File: src/rtl/ddr_axi_pkg.sv
// Shared types and constants for the DDR model AXI address merger.
package ddr_axi_pkg;

  localparam logic ATYPE_WR = 1'b1;
  localparam logic ATYPE_RD = 1'b0;

  localparam int unsigned ID_W       = 8;
  localparam int unsigned LEN_W      = 8;
  localparam int unsigned SIZE_W     = 3;
  localparam int unsigned BURST_W    = 2;
  localparam int unsigned LOCK_W     = 2;
  localparam int unsigned ADDR_MAX_W = 64;

  // addr is sized for the widest supported AW; the top truncates on output
  typedef struct packed {
    logic [ID_W-1:0]       id;
    logic [ADDR_MAX_W-1:0] addr;
    logic [LEN_W-1:0]      len;
    logic [SIZE_W-1:0]     size;
    logic [BURST_W-1:0]    burst;
    logic [LOCK_W-1:0]     lock;
    logic                  atype;
  } ddr_acmd_t;

  function automatic logic [3:0] cnt_next(input logic [3:0] cnt, input logic inc, input logic dec);
    if (inc && !dec) return cnt + 4'd1;
    if (dec && !inc && cnt != '0) return cnt - 4'd1;
    return cnt;
  endfunction

endpackage

File: src/rtl/ddr_rr_arb2.sv
// Two-requester round-robin arbiter (write/read); the pointer always moves away
// from the side just granted, so it toggles when both were requesting.
module ddr_rr_arb2 (
  input  logic clk,
  input  logic resetn,
  input  logic en,
  input  logic req_wr,
  input  logic req_rd,
  output logic gnt_wr,
  output logic gnt_rd
);

  logic ptr_wr;

  always_comb begin
    gnt_wr = en & req_wr & (~req_rd | ptr_wr);
    gnt_rd = en & req_rd & (~req_wr | ~ptr_wr);
  end

  always_ff @(posedge clk or negedge resetn) begin
    if (!resetn)               ptr_wr <= 1'b1;
    else if (gnt_wr | gnt_rd)  ptr_wr <= gnt_rd;
  end

endmodule

File: src/rtl/ddr_axi_addr_merger.sv
// Merges AXI AW/AR into the DDR model's single registered address channel.
// Define WRITE_PRIORITY_EN for fixed write priority instead of round-robin.
module ddr_axi_addr_merger
  import ddr_axi_pkg::*;
#(
  parameter int unsigned MAX_OUTSTANDING = 4,
  parameter int unsigned AW              = 32
) (
  input  logic               mem_clk,
  input  logic               resetn,
  input  logic [ID_W-1:0]    s_awid,
  input  logic [AW-1:0]      s_awaddr,
  input  logic [LEN_W-1:0]   s_awlen,
  input  logic [SIZE_W-1:0]  s_awsize,
  input  logic [BURST_W-1:0] s_awburst,
  input  logic [LOCK_W-1:0]  s_awlock,
  input  logic               s_awvalid,
  output logic               s_awready,
  input  logic [ID_W-1:0]    s_arid,
  input  logic [AW-1:0]      s_araddr,
  input  logic [LEN_W-1:0]   s_arlen,
  input  logic [SIZE_W-1:0]  s_arsize,
  input  logic [BURST_W-1:0] s_arburst,
  input  logic [LOCK_W-1:0]  s_arlock,
  input  logic               s_arvalid,
  output logic               s_arready,
  output logic [ID_W-1:0]    aid_0,
  output logic [AW-1:0]      aaddr_0,
  output logic [LEN_W-1:0]   alen_0,
  output logic [SIZE_W-1:0]  asize_0,
  output logic [BURST_W-1:0] aburst_0,
  output logic [LOCK_W-1:0]  alock_0,
  output logic               atype_0,
  output logic               avalid_0,
  input  logic               aready_0,
  input  logic               bvalid_0,
  input  logic               bready_0,
  input  logic               rvalid_0,
  input  logic               rready_0,
  input  logic               rlast_0,
  output logic [3:0]         wr_outstanding,
  output logic [3:0]         rd_outstanding,
  output logic               err_underflow
);

  typedef enum logic {EMPTY, FULL} slot_state_t;

  localparam logic [3:0] MAX_CNT = 4'(MAX_OUTSTANDING);

  slot_state_t state_q, state_d;
  ddr_acmd_t   cmd_q, cmd_d;
  logic        slot_free, wr_ok, rd_ok, grant_wr, grant_rd;
  logic        wr_inc, wr_dec, rd_inc, rd_dec;

  assign slot_free = (state_q == EMPTY) | (avalid_0 & aready_0);
  assign wr_ok     = s_awvalid & (wr_outstanding < MAX_CNT);
  assign rd_ok     = s_arvalid & (rd_outstanding < MAX_CNT);

`ifdef WRITE_PRIORITY_EN
  assign grant_wr = slot_free & wr_ok;
  assign grant_rd = slot_free & rd_ok & ~wr_ok;
`else
  ddr_rr_arb2 u_arb (
    .clk    (mem_clk),
    .resetn (resetn),
    .en     (slot_free),
    .req_wr (wr_ok),
    .req_rd (rd_ok),
    .gnt_wr (grant_wr),
    .gnt_rd (grant_rd)
  );
`endif

  assign s_awready = slot_free & grant_wr;
  assign s_arready = slot_free & grant_rd;

  always_ff @(posedge mem_clk or negedge resetn) begin
    if (!resetn) state_q <= EMPTY;
    else         state_q <= state_d;
  end

  always_comb begin
    state_d = state_q;
    unique case (state_q)
      EMPTY: if (s_awready | s_arready) state_d = FULL;
      FULL:  if (slot_free)             state_d = (s_awready | s_arready) ? FULL : EMPTY;
      default: state_d = EMPTY;
    endcase
  end

  always_comb begin
    avalid_0 = (state_q == FULL);
  end

  always_comb begin
    cmd_d = '0;
    if (grant_wr) begin
      cmd_d.id    = s_awid;
      cmd_d.addr  = ADDR_MAX_W'(s_awaddr);
      cmd_d.len   = s_awlen;
      cmd_d.size  = s_awsize;
      cmd_d.burst = s_awburst;
      cmd_d.lock  = s_awlock;
      cmd_d.atype = ATYPE_WR;
    end else begin
      cmd_d.id    = s_arid;
      cmd_d.addr  = ADDR_MAX_W'(s_araddr);
      cmd_d.len   = s_arlen;
      cmd_d.size  = s_arsize;
      cmd_d.burst = s_arburst;
      cmd_d.lock  = s_arlock;
      cmd_d.atype = ATYPE_RD;
    end
  end

  // Loading only on a handshake keeps fields stable while stalled
  always_ff @(posedge mem_clk or negedge resetn) begin
    if (!resetn)                     cmd_q <= '0;
    else if (s_awready | s_arready)  cmd_q <= cmd_d;
  end

  assign aid_0    = cmd_q.id;
  assign aaddr_0  = AW'(cmd_q.addr);
  assign alen_0   = cmd_q.len;
  assign asize_0  = cmd_q.size;
  assign aburst_0 = cmd_q.burst;
  assign alock_0  = cmd_q.lock;
  assign atype_0  = cmd_q.atype;

  assign wr_inc = s_awvalid & s_awready;
  assign wr_dec = bvalid_0 & bready_0;
  assign rd_inc = s_arvalid & s_arready;
  assign rd_dec = rvalid_0 & rready_0 & rlast_0;

  always_ff @(posedge mem_clk or negedge resetn) begin
    if (!resetn) begin
      wr_outstanding <= '0;
      rd_outstanding <= '0;
      err_underflow  <= 1'b0;
    end else begin
      wr_outstanding <= cnt_next(wr_outstanding, wr_inc, wr_dec);
      rd_outstanding <= cnt_next(rd_outstanding, rd_inc, rd_dec);
      if ((wr_dec & ~wr_inc & (wr_outstanding == '0)) |
          (rd_dec & ~rd_inc & (rd_outstanding == '0)))
        err_underflow <= 1'b1;
    end
  end

endmodule
File: config.mk
export PLATFORM = sky130hd
export DESIGN_NAME = ddr_axi_addr_merger
export DESIGN_NICKNAME = d
export VERILOG_FILES = /design/src/rtl/ddr_axi_pkg.sv /design/src/rtl/ddr_rr_arb2.sv /design/src/rtl/ddr_axi_addr_merger.sv
export SDC_FILE = /design/constraint.sdc
export NUM_CORES = 1
export LEC_CHECK = 0
export ABC_AREA = 1
export CAP_MARGIN = 10
export CORE_UTILIZATION = 36
export DETAILED_ROUTE_END_ITERATION = 6
export PLACE_DENSITY = 0.77
export SETUP_SLACK_MARGIN = 0.15
export SYNTH_ARGS = -nofsm -noshare
export SYNTH_HDL_FRONTEND = slang
export SYNTH_SLANG_ARGS = --single-unit
export TNS_END_PERCENT = 30
File: constraint.sdc
create_clock -name mem_clk -period 1.3 [get_ports mem_clk]
set_input_delay 0.26 -clock mem_clk [delete_from_list [all_inputs] [get_ports mem_clk]]
set_output_delay 0.26 -clock mem_clk [all_outputs]
set_load 0.05 [all_outputs]
==> out/qor.yml <==
p_leak_nw: 3.87
area_delta_synth_final_pct: 125
die_area_mm2: 0.0104
clk_pin_slew_ns: 0.09
rsz0062_at_grt: "yes"
status: "finished, violations left"
htreeDepth: 3
cp-start-kind: "flip-flop"
ant_nets: 0
irDropWorstVdd_mv: 1.63
diodes: 0
setup_slack_ns: -0.543
die-height_um: 102
wl_per_cell_um: 20.1
final_util_pct: 83.4
rrSetupSlack_ns: -0.54
drv_slew: 0
num_rows: 36
finalPower_mw: 23.9
antenna_found_initial: 0
worst_path_largest_cell_delay_ns: 0.43
maxCapViolations: 0
ys_types: 28
dpl-instance-area_mm2: 0.00648
period_minus_slack_ns: 1.84
met2_wirelength_mm: 8.90
drt-initial-drc-count: 144
criticalPathCategory: "flip-flop to flip-flop"
syn-instance-count: 459
timing_hold_violations_final: 0
start_util_pct: 37.1
setup_violations: 73
worstSetupStartpoint: "rd_outstanding[3]"
ys_warn_count: 0
critPathSlowestCell: "dfrtp_2"
yosysTopAreaCellShare_pct: 45.8
syn-num-nets: 583
violations: "setup timing"
cts_buffer_depth: 2
cts.root.buffer_cell: "clkbuf_8"
first_pass_iters: 4
setup_tns_ns: -25.49
track_usage_pct: 27.7
reg2reg_depth: 11
max_slew.worst_pin.slew_ns: 0.383
final_common_cell: "clkdlybuf4s50_1"
critPathRequiredTime_ns: 1.59
r2r_end: "asize_0[0]"
arrival_ns: 2.13
p_per_area_mw_per_mm2: 2950
die_x_um: 102
dp_hpwl_mm: 8.36
grt_pass1_vias: 4460
numCtsBuffers: 9
place.gp.congestion: 0.813
top_layer_used: "met4"
drive_above_1_share_pct: 38.6
fin_skew_ns: 0.0164
clk_latency_ns: 0.35
crit_chain: "nor2_4, nand2_2, nor2_4, nand2_2, buf_6, buf_12, buf_12, buf_16, o21ai_2, o21ai_1, nand2_1"
finalInstanceArea_mm2: 0.00811
core_area_mm2: 0.00973
vias_per_cell: 5.30
wirelength_mm: 16.9
grt_pass1_wl_mm: 21.7
period_share_pct: 142
num-nets-final: 826
synth_top_cells_by_area: "dfrtp_1 (46%), nand3_1 (8.7%), nand2_1 (8.6%), o21ai_1 (8.6%), inv_1 (7.0%)"
hold_class: "input pin to async pin"
yosysSeqAreaShare_pct: 46.5
mostFrequentLayoutCells: "clkdlybuf4s50_1 (118), buf_12 (82), nand2_1 (76)"
synth.avg_cell_area_um2: 7.86
cts_tree: "built"
grt_max_degree: 68
slew_headroom_pct: 74.5
vias: 4450
ys_ff_latch: 67
synth_area_mm2: 0.00361
rr_startpoint: "rd_outstanding[3]"
drc: 0
overflow: 0
cp_max_fo: 6
fmax_mhz: 543
yosysTopAreaCell: "dfrtp_1"
route.met3.wl_mm: 1.16
clock_sinks: 67
io_buffers: 187
cp-end-kind: "flip-flop"
wl_met1_mm: 5.91
io_pins: 188
==> power by group <==
group | internal [mW] | switching (mW)
sequential | 3.21 | 1.24
clock | 1.04 | 0.852
combinational | 8.57 | 9.00
==> registers in the layout (all words and copies together), names as in the netlist <==
register        cells
asize_0             3
alock_0             2
avalid_0            1
u_arb.ptr_wr        1
aburst_0            2
wr_outstanding      4
rd_outstanding      4
atype_0             1
aaddr_0            32
alen_0              8
aid_0               8
err_underflow       1
==> Yosys cell counts (all sizes together) <==
cell type / count
a21oi: 1
buf: 20
clkbuf: 10
dfrtp: 66
dfstp: 1
ha: 4
inv: 70
nand2: 87
nand3: 66
nand3b: 1
nand4: 5
nor2: 6
nor3: 2
o21ai: 113
or2: 1
xnor2: 4
xor2: 2
==> final cells by class <==
| class | count | area [µm²] |
|---|---|---|
| clock buffers | 12 | 165 |
| clock inverters | 4 | 47.5 |
| fillers | 541 | 1620 |
| inverters | 70 | 289 |
| multi-input cells | 292 | 1970 |
| flip-flops and latches | 67 | 1690 |
| well taps | 133 | 166 |
| repair buffers | 261 | 3780 |
| repair inverters | 1 | 8.76 |
==> worst max-delay path by stage <==
stage / end
6_report: asize_0[0]
4_1_cts: s_arready
3_3_place_gp: aaddr_0[14]
2_1_floorplan: s_awready
5_1_grt: asize_0[0]
3_5_place_dp: aid_0[4]
==> kinds of logic (layout without fill, tap and decap cells) <==
group / count (synthesis) / after routing / share of synthesized area (%)
flops: 67 / 67 / 46.5
buf+inv: 100 / 348 / 12.4
simple gates: 168 / 168 / 22.3
xor+xnor: 6 / 6 / 1.46
compound gates: 114 / 114 / 15.9
fa+ha+maj: 4 / 4 / 1.39
==> worst max-delay path: cells and delay by family (launching register included) <==
| kind | cells | cell delay, ns |
|---|---|---|
| flip-flops | 1 | 0.43 |
| AND/OR/NAND/NOR | 5 | 0.54 |
| AO/OA/AOI/OAI | 2 | 0.26 |
| buffers and inverters | 4 | 0.55 |
==> through the flow <==
step | std cells | hold WS (ns) | worst slack (ns)
3_5_place_dp | 780 | 0.307 | -0.502
3_3_place_gp | 780 | 0.305 | -0.449
2_1_floorplan | 459 | -0.0356 | -0.399
5_1_grt | 840 | 0.511 | -0.635
4_1_cts | 820 | 0.463 | -0.475
6_report | 840 | 0.463 | -0.543
==> per-layer routing <==
layer	GRT usage (%)	vias up
met4	17.0	0
li1	-	1994
met5	0	-
met1	29.5	2146
met3	7.39	70
met2	48.8	240
==> what timing repair did <==
| item | CTS | global route |
|---|---|---|
| endpoints found under the setup margin | 135 | 135 |
| gates cloned | 11 | 14 |
| pin swaps | 17 | 18 |
| hold endpoints to repair | 66 | 0 |
| buffers inserted | 12 | 6 |
| hold buffers | 1 | 0 |
| gates resized for setup | 123 | 82 |
Power figures use the tool's default switching activity.
